File: src/rtl/led_seq_pkg.sv
// Shared types and helpers for the LED sequencer: pattern modes, FSM
// states and the per-mode initial pattern value.
package led_seq_pkg;

    typedef enum logic [1:0] {
        MODE_OFF    = 2'd0,
        MODE_WALK   = 2'd1,
        MODE_BOUNCE = 2'd2,
        MODE_BLINK  = 2'd3
    } mode_e;

    typedef enum logic {
        IDLE = 1'b0,
        RUN  = 1'b1
    } state_e;

    // Widest LED bank the helper below can describe; callers keep the low bits.
    localparam int PAT_MAX_W = 32;

    // First pattern shown after entering RUN or after a mode change on a tick.
    function automatic logic [PAT_MAX_W-1:0] pattern_init(input mode_e mode,
                                                          input int unsigned width);
        logic [PAT_MAX_W-1:0] ones;
        ones = {PAT_MAX_W{1'b1}} >> (PAT_MAX_W - width);
        case (mode)
            MODE_OFF:                return '0;
            MODE_WALK, MODE_BOUNCE:  return PAT_MAX_W'(1);
            default:                 return ones;
        endcase
    endfunction

endpackage

File: src/rtl/led_tick_gen.sv
// Pattern-rate prescaler: counts 0..DIV-1 while enabled and raises a
// registered one-cycle tick during the cycle the count sits at DIV-1.
module led_tick_gen #(
    parameter int DIV = 50000
) (
    input  logic clk,
    input  logic rst,
    input  logic clr,
    input  logic en,
    output logic tick
);

    localparam int CW = (DIV > 1) ? $clog2(DIV) : 1;
    localparam logic [CW-1:0] LAST = CW'(DIV - 1);

    logic [CW-1:0] cnt_q;
    logic [CW-1:0] cnt_next;

    // Next count: clear wins, otherwise wrap at DIV-1 while enabled.
    always_comb begin
        // NOTE: every signal driven here gets a default first so no path leaves it unassigned (no latch).
        cnt_next = cnt_q;
        if (clr) begin
            cnt_next = '0;
        end else if (en) begin
            cnt_next = (cnt_q == LAST) ? '0 : cnt_q + CW'(1);
        end
    end

    // Count register and tick flag, tick aligned with the count reaching DIV-1.
    always_ff @(posedge clk) begin
        if (rst) begin
            cnt_q <= '0;
            tick  <= 1'b0;
        end else begin
            // NOTE: flops take non-blocking assignments so every register samples pre-edge values.
            cnt_q <= cnt_next;
            tick  <= en && !clr && (cnt_next == LAST);
        end
    end

endmodule

File: src/rtl/led_seq_ctrl.sv
// LED bank sequencer: steps a selectable pattern at the prescaler tick rate,
// takes configuration through a valid/ready handshake and gates the pattern
// with a free-running PWM duty mask.
module led_seq_ctrl
    import led_seq_pkg::*;
#(
    parameter int N_LEDS = 8,
    parameter int DIV    = 50000,
    parameter int PWM_W  = 4
) (
    input  logic              clk,
    input  logic              rst,
    input  logic              cfg_valid,
    output logic              cfg_ready,
    input  logic [1:0]        cfg_mode,
    input  logic [PWM_W-1:0]  cfg_duty,
    input  logic              start,
    input  logic              stop,
    output logic [N_LEDS-1:0] led_out,
    output logic              busy,
    output logic              tick
);

    // Bounce period ends on bit 1 while travelling down.
    localparam logic [N_LEDS-1:0] BOUNCE_LAST = N_LEDS'(2);

    state_e             state_q;
    mode_e              mode_q;
    mode_e              mode_next;
    logic [PWM_W-1:0]   duty_q;
    logic [PWM_W-1:0]   duty_next;
    logic [N_LEDS-1:0]  pattern_q;
    logic [N_LEDS-1:0]  pattern_next;
    logic               dir_down_q;
    logic               dir_down_next;
    logic [PWM_W-1:0]   pwm_cnt_q;
    logic               at_boundary;
    logic               cfg_accept;
    logic               enter_run;
    logic               run_next;
    logic               tick_clr;
    logic [PAT_MAX_W-1:0] init_wide;
    logic [N_LEDS-1:0]  init_pat;
    logic [N_LEDS-1:0]  led_next;

    // Period boundary of the current pattern: config may only land here in RUN.
    always_comb begin
        at_boundary = 1'b0;
        case (mode_q)
            MODE_OFF:    at_boundary = 1'b1;
            MODE_WALK:   at_boundary = pattern_q[N_LEDS-1];
            MODE_BOUNCE: at_boundary = dir_down_q && (pattern_q == BOUNCE_LAST);
            default:     at_boundary = (pattern_q == '0);
        endcase
    end

    assign cfg_ready  = (state_q == IDLE) || (tick && at_boundary);
    assign cfg_accept = cfg_valid && cfg_ready;
    assign mode_next  = cfg_accept ? mode_e'(cfg_mode) : mode_q;
    assign duty_next  = cfg_accept ? cfg_duty : duty_q;

    // Stop beats start in both states.
    assign enter_run  = (state_q == IDLE) && start && !stop;
    assign run_next   = !stop && ((state_q == RUN) || start);
    assign tick_clr   = !run_next || enter_run;

    assign init_wide  = pattern_init(mode_next, unsigned'(N_LEDS));
    assign init_pat   = init_wide[N_LEDS-1:0];

    // Next pattern: clear on leaving RUN, reload on entry or on a config tick, else step.
    always_comb begin
        pattern_next  = pattern_q;
        dir_down_next = dir_down_q;
        if (!run_next) begin
            pattern_next  = '0;
            dir_down_next = 1'b0;
        end else if (enter_run || (tick && cfg_accept)) begin
            pattern_next  = init_pat;
            dir_down_next = 1'b0;
        end else if (tick) begin
            case (mode_q)
                MODE_OFF: pattern_next = '0;
                MODE_WALK: pattern_next = {pattern_q[N_LEDS-2:0], pattern_q[N_LEDS-1]};
                MODE_BOUNCE: begin
                    if (!dir_down_q) begin
                        pattern_next  = pattern_q << 1;
                        dir_down_next = pattern_next[N_LEDS-1];
                    end else begin
                        pattern_next  = pattern_q >> 1;
                        dir_down_next = !pattern_next[0];
                    end
                end
                default: pattern_next = ~pattern_q;
            endcase
        end
    end

    assign led_next = run_next ? (pattern_next & {N_LEDS{pwm_cnt_q < duty_next}}) : '0;

    // FSM, configuration, pattern, PWM counter and registered outputs.
    always_ff @(posedge clk) begin
        if (rst) begin
            state_q    <= IDLE;
            mode_q     <= MODE_OFF;
            duty_q     <= '1;
            pattern_q  <= '0;
            dir_down_q <= 1'b0;
            pwm_cnt_q  <= '0;
            led_out    <= '0;
            busy       <= 1'b0;
        end else begin
            state_q    <= run_next ? RUN : IDLE;
            mode_q     <= mode_next;
            duty_q     <= duty_next;
            pattern_q  <= pattern_next;
            dir_down_q <= dir_down_next;
            pwm_cnt_q  <= pwm_cnt_q + PWM_W'(1);
            led_out    <= led_next;
            busy       <= run_next;
        end
    end

    led_tick_gen #(
        .DIV (DIV)
    ) u_tick_gen (
        .clk  (clk),
        .rst  (rst),
        .clr  (tick_clr),
        .en   (run_next),
        .tick (tick)
    );

endmodule
File: config.mk
export PLATFORM = sky130hd
export DESIGN_NAME = led_seq_ctrl
export DESIGN_NICKNAME = d
export VERILOG_FILES = /design/src/rtl/led_seq_pkg.sv /design/src/rtl/led_tick_gen.sv /design/src/rtl/led_seq_ctrl.sv
export SDC_FILE = /design/constraint.sdc
export NUM_CORES = 1
export LEC_CHECK = 0
export ABC_AREA = 1
export CAP_MARGIN = 30
export CORE_ASPECT_RATIO = 1.5
export CORE_UTILIZATION = 40
export DETAILED_ROUTE_END_ITERATION = 8
export GPL_TIMING_DRIVEN = 0
export HOLD_SLACK_MARGIN = 0.06
export PLACE_DENSITY = 0.64
export SYNTH_ARGS = -nofsm -noshare
export SYNTH_HDL_FRONTEND = slang
export SYNTH_SLANG_ARGS = --single-unit
File: constraint.sdc
create_clock -name clk -period 2.3 [get_ports clk]
set_input_delay 0.23 -clock clk [delete_from_list [all_inputs] [get_ports clk]]
set_output_delay 0.23 -clock clk [all_outputs]
set_load 0.005 [all_outputs]
# ---- Word level (Yosys, flattened, before mapping)
# Cells that the tools add are included.
dict set report word_totals {
  wordCells 62
  ff_bits 46
  inputBits 11
  latchBits 0
  mem_bits_ro 0
  memories 0
  ram_bits 0
}
dict set report classes {
  shifts 0
  bitwise 4
  mux 14
  eq_ne 7
  n_addsub 2
  n_mul 0
  reduce_logical 24
  magnitude_cmp 1
  div 0
}
# cell n
set op_table {}
lappend op_table {{two-way mux 16 bit} 3}
lappend op_table {{equality test 16 bit (second input constant)} 2}
lappend op_table {{two-way mux 8 bit} 4}
lappend op_table {{case mux 8 bit (3 select lines)} 1}
lappend op_table {{adder 16 x 1 -> 16 bit (second input constant)} 1}
lappend op_table {{case mux 8 bit (2 select lines)} 1}
lappend op_table {{logical AND 1 bit} 9}
lappend op_table {{bitwise AND 8 bit} 1}
lappend op_table {{equality test 8 x 2 -> 1 bit (second input constant)} 1}
lappend op_table {{logical NOT 8 bit} 1}
lappend op_table {{inverter 8 bit} 1}
lappend op_table {{adder 4 x 1 -> 4 bit (second input constant)} 1}
lappend op_table {{equality test 2 x 1 -> 1 bit (second input constant)} 2}
lappend op_table {{equality test 2 bit (second input constant)} 2}
lappend op_table {{logical NOT 1 bit} 4}
lappend op_table {{logical NOT 2 bit} 2}
lappend op_table {{logical OR 1 bit} 4}
lappend op_table {{less-than comparator 4 bit} 1}
lappend op_table {{two-way mux 4 bit} 1}
lappend op_table {{OR reduction 2 bit} 2}
lappend op_table {{case mux 1 bit (3 select lines)} 1}
lappend op_table {{OR reduction 3 bit} 1}
lappend op_table {{two-way mux 1 bit} 2}
lappend op_table {{two-way mux 2 bit} 1}
lappend op_table {{2 further kinds} 3}

# ---- Depth between registers and ports, before layout
# Gate-level depths: netlist of the first run.
dict set report logic_depth {
  ltp_word 13
  mapped_depth 16
  mapped_depth_nobuf 15
}

# ---- Hierarchy
# A second synthesis of the first run with hierarchy kept.
dict set report unflattened {
  cells_unflattened 380
  hier_area_um2 2543.7
}
# module n_inst cells_each area_each_um2 seq_area_each_um2
set by_module_without_submodules {}
lappend by_module_without_submodules {led_seq_ctrl 1 197 1465.2 560.5}
lappend by_module_without_submodules {led_tick_gen 1 183 1078.5 340.3}

# ---- Worst setup path before layout of the first run
# Ideal clock, no wire load.
dict set report synth_timing {
  path_type {register to register}
  from {register mode_q[0]}
  to {register led_out[0]}
  synth_period_minus_slack_ps 1884
  t_required_ps 2235
  slack_ps 416
  arrival_ps 1820
  stages_incl_launch_ff 12
  path_cell_list {dfxtp_1 -> nand2_2 -> o21ai_2 -> nor2_2 -> nand2_2 -> nand2_4 -> nand2_8 -> mux2i_1 -> ha_1 -> a21oi_1 -> nand2_2 -> nor2_1}
}
dict set report synth_between {
  elab_chain_cells 12
  word_cells_on_any_way 22
  classes_between {1 x order compare; 4 x eq/ne; 8 x mux; 1 x bitwise; 8 x reduce/logical}
}
# item line
set synth_lines {}
lappend synth_lines {{from (decl)} led_seq_ctrl.sv:28} ;# mode_e mode_q;
lappend synth_lines {{from (signal assigned)} led_seq_ctrl.sv:113} ;# mode_q <= mode_next;
lappend synth_lines {{equality test 2 bit, or another cell as far along} led_seq_ctrl.sv:49} ;# case (mode_q)
lappend synth_lines {{case mux 1 bit (3 select lines) *} led_seq_ctrl.sv:49}
lappend synth_lines {{logical AND 1 bit *} led_seq_ctrl.sv:57} ;# assign cfg_ready = (state_q == IDLE) || (tick && at_boundary);
lappend synth_lines {{logical OR 1 bit *} led_seq_ctrl.sv:57}
lappend synth_lines {{named net cfg_ready} led_seq_ctrl.sv:14} ;# output logic cfg_ready,
lappend synth_lines {{logical AND 1 bit *} led_seq_ctrl.sv:58} ;# assign cfg_accept = cfg_valid && cfg_ready;
lappend synth_lines {{two-way mux 2 bit} led_seq_ctrl.sv:59} ;# assign mode_next = cfg_accept ? mode_e'(cfg_mode) : mode_q;
lappend synth_lines {{equality test 2 x 1 -> 1 bit or equality test 2 bit (tied branches)} led_seq_pkg.sv:25} ;# case (mode)
lappend synth_lines {{OR reduction 2 bit} led_seq_pkg.sv:25}
lappend synth_lines {{case mux 8 bit (2 select lines)} led_seq_pkg.sv:25}
lappend synth_lines {{two-way mux 8 bit} led_seq_ctrl.sv:77} ;# end else if (enter_run || (tick && cfg_accept)) begin
lappend synth_lines {{two-way mux 8 bit} led_seq_ctrl.sv:74} ;# if (!run_next) begin
lappend synth_lines {{bitwise AND 8 bit *} led_seq_ctrl.sv:98} ;# assign led_next = run_next ? (pattern_next & {N_LEDS{pwm_cnt_q < duty_next}}) : '0;
lappend synth_lines {{to (signal assigned)} led_seq_ctrl.sv:118} ;# led_out <= led_next;
lappend synth_lines {{to (decl)} led_seq_ctrl.sv:19} ;# output logic [N_LEDS-1:0] led_out,
# Mark *: on every way through the listed nets, which the timed path passes. The rest lies on a longest branch.
# A chain may end at the register's enable or synchronous reset.

# ---- Worst setup path after layout of the first run
dict set report layout_timing {
  from {register mode_q[1]}
  to {register led_out[6]}
}
dict set report layout_between {
  elab_chain_cells 12
  word_cells_on_any_way 22
  classes_between {1 x order compare; 4 x eq/ne; 8 x mux; 1 x bitwise; 8 x reduce/logical}
}
# item line
set layout_lines {}
lappend layout_lines {{equality test 2 bit, or another cell as far along} {led_seq_ctrl.sv:49, led_seq_ctrl.sv:81}}
lappend layout_lines {{case mux 1 bit (3 select lines)} led_seq_ctrl.sv:49}
lappend layout_lines {{logical AND 1 bit} led_seq_ctrl.sv:57}
lappend layout_lines {{logical OR 1 bit} led_seq_ctrl.sv:57}
lappend layout_lines {{logical AND 1 bit} led_seq_ctrl.sv:58}
lappend layout_lines {{two-way mux 2 bit} led_seq_ctrl.sv:59}
lappend layout_lines {{equality test 2 x 1 -> 1 bit or equality test 2 bit (tied branches)} led_seq_pkg.sv:25}
lappend layout_lines {{OR reduction 2 bit} led_seq_pkg.sv:25}
lappend layout_lines {{case mux 8 bit (2 select lines)} led_seq_pkg.sv:25}
lappend layout_lines {{two-way mux 8 bit} led_seq_ctrl.sv:77}
lappend layout_lines {{two-way mux 8 bit} led_seq_ctrl.sv:74}
lappend layout_lines {{bitwise AND 8 bit *} led_seq_ctrl.sv:98}
# Every way passes the cells marked *; elsewhere a longest branch is shown, timed or not.

==> out/results.tsv, run 1 <==
metric	value	unit
outcome	complete, no violations	
rows	34	
ys_warn_count	0	
hp-class	in -> reg	
final_nets	418	
place_area	2739	um^2
yosysTopAreaCell	dfxtp_1	
hold_viol_final	0	
synth_top_area_share	36.79	%
synthTopCellsByArea	dfxtp_1, nand2_1, nor2_1	
n_antenna_cell	0	
postRouteAntennaNets	0	
cts_max_level	2	
drive_gt1_share	9.429	%
r2r_start	mode_q[1]$_SDFF_PP0_	
syn_to_final_growth	18.80	%
setup-violations-final	0	
yosys_register_bits	45	
total_power	1.471	mW
syn_nets	389	
slew_headroom	53.43	%
cts-buffers-inserted	5	
fp.dieH	97.83	um
fillCellCount	608	
hold_start	rst	
postSynthCellCount	373	
cts.sinks	45	
io_pins	22	
period_minus_slack	2.144	ns
critPathRequiredTime	2.53	ns
worstMarginPinSlew	0.6912	ns
leakage	1.229	nW
io_buffer_count	20	
cp-startpoint	mode_q[1]$_SDFF_PP0_	
synth.distinct_cells	30	
ir_drop	271.9	uV
cp.arrival	2.37	ns
cts_buffer_depth	2	
start_util	41.71	%
design.die.area	6445	um^2
skew	0.009822	ns
path_max_fanout	9	
fin_crit_sh	93.20	%
slew_viol_final	0	
hpwl	4532	um
max_freq	466.5	MHz
netlist_area	2449	um^2
setup_tns	0	ns
globalplace.congestion	0.9248	
drc	0	
fin_area	2909	um^2
finalWirelength	5876	um
grt_max_degree	14	
crit_path_end_kind	flip-flop	
p_per_area	505.8	nW/um^2
avgRoutedWirePerCell	12.37	um
path_class	reg -> reg	
insertion_delay	0.30	ns
die_w	65.88	um
dr.pass1.iters	4	
grt_antenna_before_repair	0	
dr_total_vias	2369	
drt_iter0_markers	140	
synth_area_per_cell	6.565	um^2
grt_use_total	20.17	%
rsz0062_at_grt	no	
startpoint_type	flip-flop	
overflow	0	
cap_viol_max_count	0	
holdBufCountCts	0	
cts.clk_slew.worst_paths	0.09	ns
core	5871	um^2
synth_seq_area_share	36.79	%
vias_per_cell	4.987	
grt_pass1_wl	10170	um
grt_pass1_vias	2352	
fin_util	49.55	%
cts_tree	done	
clockRootBuffer	clkbuf_8	
## path summary, 6_finish.rpt
kind / end / slack [ns] / depth (start not counted)
setup / recovery: led_out[6]$_SDFF_PP0_ / 0.16 / 16
hold / removal: u_tick_gen.cnt_q[7]$_SDFF_PP0_ / 0.30 / 2
setup reg to reg: led_out[6]$_SDFF_PP0_ / 0.16 / 16
hold reg to reg: pwm_cnt_q[0]$_SDFF_PP0_ / 0.45 / 1
## layer usage
metal  wire [um]  global-route usage [%]  up-vias
met5           0                       0        -
met4         250                   11.20        0
met3         161                   3.621       19
met2        3064                   35.56       43
met1        2399                   21.86     1055
li1            -                       -     1252
## flip-flops by register name (all words and copies together) (netlist names)
signal            count
u_tick_gen.tick       1
mode_q                2
busy                  1
led_out               8
dir_down_q            1
pattern_q             8
pwm_cnt_q             4
u_tick_gen.cnt_q     16
duty_q                4
## final cells by class
cell class                      count  area (um^2)  share of cell area [%]
Buffer                              5        22.52                  0.7742
Clock buffer                        6        72.57                   2.495
Clock inverter                      2        10.01                  0.3441
Inverter                           54        202.7                   6.968
Multi-Input combinational cell    269         1394                   47.91
Sequential cell                    45        902.1                   31.01
Tap cell                           72        90.09                   3.097
Timing Repair Buffer               22        215.2                   7.398
## kinds of logic (layout without fill, tap and decap cells)
family	count (synthesis)	after routing	synth area share, %
adder cells (fa/ha/maj)	5	5	2.555
AO/OA/AOI/OAI	47	47	11.14
multiplexers	3	3	1.226
XOR/XNOR	1	1	0.3578
flip-flops	45	45	36.79
AND/OR/NAND/NOR	213	213	38.73
buffers and inverters	59	89	9.198
## layout by cell type (no fill, tap or decap)
cell type        instances
dfxtp_2                  1
dfxtp_1                 44
o221ai_1                 1
nand3_1                 44
xnor2_1                  1
o21bai_1                 1
a31oi_1                  1
nand2_8                  1
nor3_1                   5
o211ai_1                 5
buf_1                    1
a21oi_2                  1
clkbuf_1                 4
clkbuf_8                 5
nand4_1                  3
nor2_1                  58
a21oi_4                  1
mux2i_4                  3
buf_4                    3
nor2_4                   2
o21ai_0                 25
inv_2                    2
a21o_1                   1
nand2_4                  4
nand2_1                 83
ha_1                     5
nand3_2                  2
nand3b_1                 1
o21ai_4                  1
clkinv_2                 2
clkdlybuf4s50_1         20
a21oi_1                 10
nand2_2                  4
inv_1                   52
nor2_2                   6
## report_power, final
part           internal, mW  switching [mW]  leakage [nW]  total, mW
Sequential            0.797          0.0180         0.365      0.815
Combinational        0.0736          0.0972         0.818      0.171
Clock                 0.211           0.274        0.0450      0.485
Total                  1.08           0.389          1.23       1.47
## worst max-delay path, stage by stage (launching register included)
cell and delay, ns:
dfxtp_1 0.31, buf_4 0.16, inv_2 0.09, nor2_4 0.04, nand2_1 0.06, nand2_1 0.06, nor2_2 0.08, nand2_2 0.07
nand2_4 0.13, nand2_8 0.10, mux2i_4 0.20, ha_1 0.33, nand2_1 0.08, inv_1 0.04, nand2_1 0.10, nand2_4 0.11
nor2_2 0.12
## cells in the mapped netlist
master	number
nand2_1	83
nor2_1	61
inv_1	52
dfxtp_1	45
nand3_1	44
o21ai_0	25
a21oi_1	11
nand2_2	6
ha_1	5
nor3_1	5
o211ai_1	5
nor2_2	4
clkbuf_1	3
mux2i_1	3
nand4_1	3
inv_2	2
nand2_4	2
nand3_2	2
a21o_1	1
a21oi_4	1
a31oi_1	1
buf_1	1
buf_4	1
nand2_8	1
nand3b_1	1
nor2_4	1
o21ai_2	1
o21bai_1	1
o221ai_1	1
xnor2_1	1
## timing repair
item                       in CTS  in global routing
setup buffers                   0                  2
setup endpoints to repair       1                  8
gates resized for setup         1                 14
pin swaps                       0                  1
## through the flow
step / hold slack (ns) / setup slack (ns) / instances
floorplan: 0.3738 / 0.4156 / 373
global placement: 0.4335 / -0.002083 / 465
detailed placement: 0.4364 / -0.02236 / 465
CTS: 0.2948 / 0.03529 / 473
global route: 0.3423 / 0.004673 / 475
finish: 0.2992 / 0.1564 / 475
(Power assumes the default switching activity.)
==> run 2, diff against run 1 <==
--- a/config.mk
+++ b/config.mk
@@ -10,7 +10,7 @@
 export CORE_ASPECT_RATIO = 1.5
 export CORE_UTILIZATION = 40
 export DETAILED_ROUTE_END_ITERATION = 8
-export GPL_TIMING_DRIVEN = 0
+export GPL_TIMING_DRIVEN = 1
 export HOLD_SLACK_MARGIN = 0.06
 export PLACE_DENSITY = 0.64
 export SYNTH_ARGS = -nofsm -noshare
==> out/results.tsv, run 2 (synthesis results as in run 1) <==
metric	value	unit
outcome	complete, no violations	
worstMarginPinSlew	0.4386	ns
placed_cells	467	
grt_max_degree	17	
p_per_area	517.9	nW/um^2
setup_tns	0	ns
critPathRequiredTime	2.54	ns
postRouteAntennaNets	0	
r2r_start	pattern_q[1]$_SDFF_PP0_	
grt_pass1_vias	2281	
vias_per_cell	5.069	
met1_length	2302	um
cts.sinks	45	
final_nets	418	
overflow	0	
routed.top_layer	met4	
cts_max_level	2	
critical-path-slowest-cell	dfxtp_1	
clockRootBuffer	clkbuf_8	
globalplace.congestion	0.8656	
design.die.area	6445	um^2
instances_no_fill	475	
p_sw	0.4004	mW
fillCellCount	608	
cap_viol_max_count	0	
drive_gt1_share	9.181	%
route.met2.wl	3441	um
rows	34	
max_freq	477.4	MHz
dr.pass1.iters	4	
n_antenna_cell	0	
min_to	pwm_cnt_q[0]$_SDFF_PP0_	
skew	0.007494	ns
final_cell_mix	nand2_1, nor2_1, inv_1	
cts_buffer_depth	2	
crit_path_end_kind	flip-flop	
period_minus_slack	2.095	ns
largest_register_ffs	16	
cts_resized	0	
largestRegisters	u_tick_gen.cnt_q: 16 flops, led_out: 8 flops, pattern_q: 8 flops	
drt_iter0_markers	97	
hp-class	reg -> reg	
grt_antenna_before_repair	0	
hpwl	4886	um
crit_path_frequent_cell	nand2_2	
start_util	41.71	%
cpLargestDelayFamily	simple AND/OR/NAND/NOR gates	
cp_slowest_stage_delay	0.43	ns
cp.arrival	2.34	ns
crit_chain	inv_1, o21ai_2, nor2_2, nand2_2, nand2_4, nand2_8, mux2i_2, ha_1, a21oi_1, nand2_2, nor2_1	
largest-register	u_tick_gen.cnt_q	
seq_power_share	54.8	%
grt_pass1_wl	10090	um
insertion_delay	0.30	ns
dr_total_vias	2408	
cts_tree	done	
hold_start	pwm_cnt_q[0]$_SDFF_PP0_	
dr_wl_met3	154	um
cts_setup_buffers	0	
grt_use_total	20.50	%
worst_hold_path.num_cells	1	
cts-buffers-inserted	5	
pwr-share-comb	10.6	%
finalWirelength	6073	um
ir_drop	385.2	uV
rsz0062_at_grt	no	
startpoint_type	flip-flop	
io_pins	22	
cts.clk_slew.worst_paths	0.09	ns
final_common_cell	nand2_1	
reg2reg_to	led_out[5]$_SDFF_PP0_	
clockPowerShare	34.6	%
leakage	1.232	nW
fin_crit_sh	91.07	%
path_buf_inv	1	
slew_viol_final	0	
core	5871	um^2
die_w	65.88	um
switching_share	26.92	%
hold_viol_final	0	
path_class	reg -> reg	
holdBufCountCts	0	
slew_headroom	70.73	%
avgRoutedWirePerCell	12.79	um
path_max_fanout	8	
setup-violations-final	0	
syn_to_final_growth	17.27	%
reg2reg_slack	0.21	ns
fp.dieH	97.83	um
p_int	1.087	mW
drc	0	
r2r_cells	11	
io_buffer_count	21	
[run 2: changes by cell type in the layout (fill, tap and decap cells not counted), sizes merged]
| cell | before | now |
|---|---|---|
| clkinv | 2 | 0 |
| buf | 4 | 6 |
| inv | 54 | 56 |
| clkdlybuf4s50 | 20 | 21 |
| clkbuf | 9 | 5 |
| clkinvlp | 0 | 1 |
[run 2: power by group through the flow]
stage	Clock, mW	Sequential [mW]	Combinational, mW
after floorplan	0	0.827	0.100
after global placement	0	0.833	0.155
after detailed placement	0	0.833	0.157
after CTS	0.537	0.814	0.157
after global routing	0.568	0.818	0.177
final	0.514	0.815	0.158
[run 2: per-stage QoR]
| stage | setup slack, ns | instance area (um^2) | hold WS [ns] | power [mW] | utilization (%) |
|---|---|---|---|---|---|
| floorplan | 0.4156 | 2449 | 0.3738 | 0.9273 | - |
| global placement | 0.2166 | 2771 | 0.4374 | 0.9875 | 47.21 |
| detailed placement | 0.1681 | 2771 | 0.4478 | 0.9895 | 47.21 |
| CTS | 0.1529 | 2865 | 0.4687 | 1.509 | 48.81 |
| global route | 0.01231 | 2872 | 0.4874 | 1.563 | 48.91 |
| finish | 0.2053 | 2872 | 0.4660 | 1.487 | 48.91 |
[run 2: layer usage]
metal	vias up	global-route usage (%)
met5	-	0
met4	0	9.532
met3	12	2.804
met2	50	40.42
met1	1094	19.62
li1	1252	-
[run 2: how the worst max path moves through the flow]
stage | depth (start not counted) | from | end
final | 11 | pattern_q[1]$_SDFF_PP0_ | led_out[5]$_SDFF_PP0_
after global routing | 11 | pattern_q[1]$_SDFF_PP0_ | led_out[4]$_SDFF_PP0_
after floorplan | 11 | mode_q[0]$_SDFF_PP0_ | led_out[0]$_SDFF_PP0_
after detailed placement | 11 | mode_q[0]$_SDFF_PP0_ | led_out[5]$_SDFF_PP0_
after global placement | 8 | stop | u_tick_gen.tick$_SDFF_PP0_
after CTS | 11 | mode_q[0]$_SDFF_PP0_ | led_out[5]$_SDFF_PP0_
[run 2: final cells by class]
type / instances / area, um^2 / area share [%]
Clock inverter: 3 / 25.02 / 0.8715
Tap cell: 72 / 90.09 / 3.137
Sequential cell: 45 / 903.4 / 31.46
Multi-Input combinational cell: 269 / 1326 / 46.19
Timing Repair Buffer: 27 / 255.2 / 8.889
Inverter: 54 / 202.7 / 7.059
Clock buffer: 5 / 68.82 / 2.397
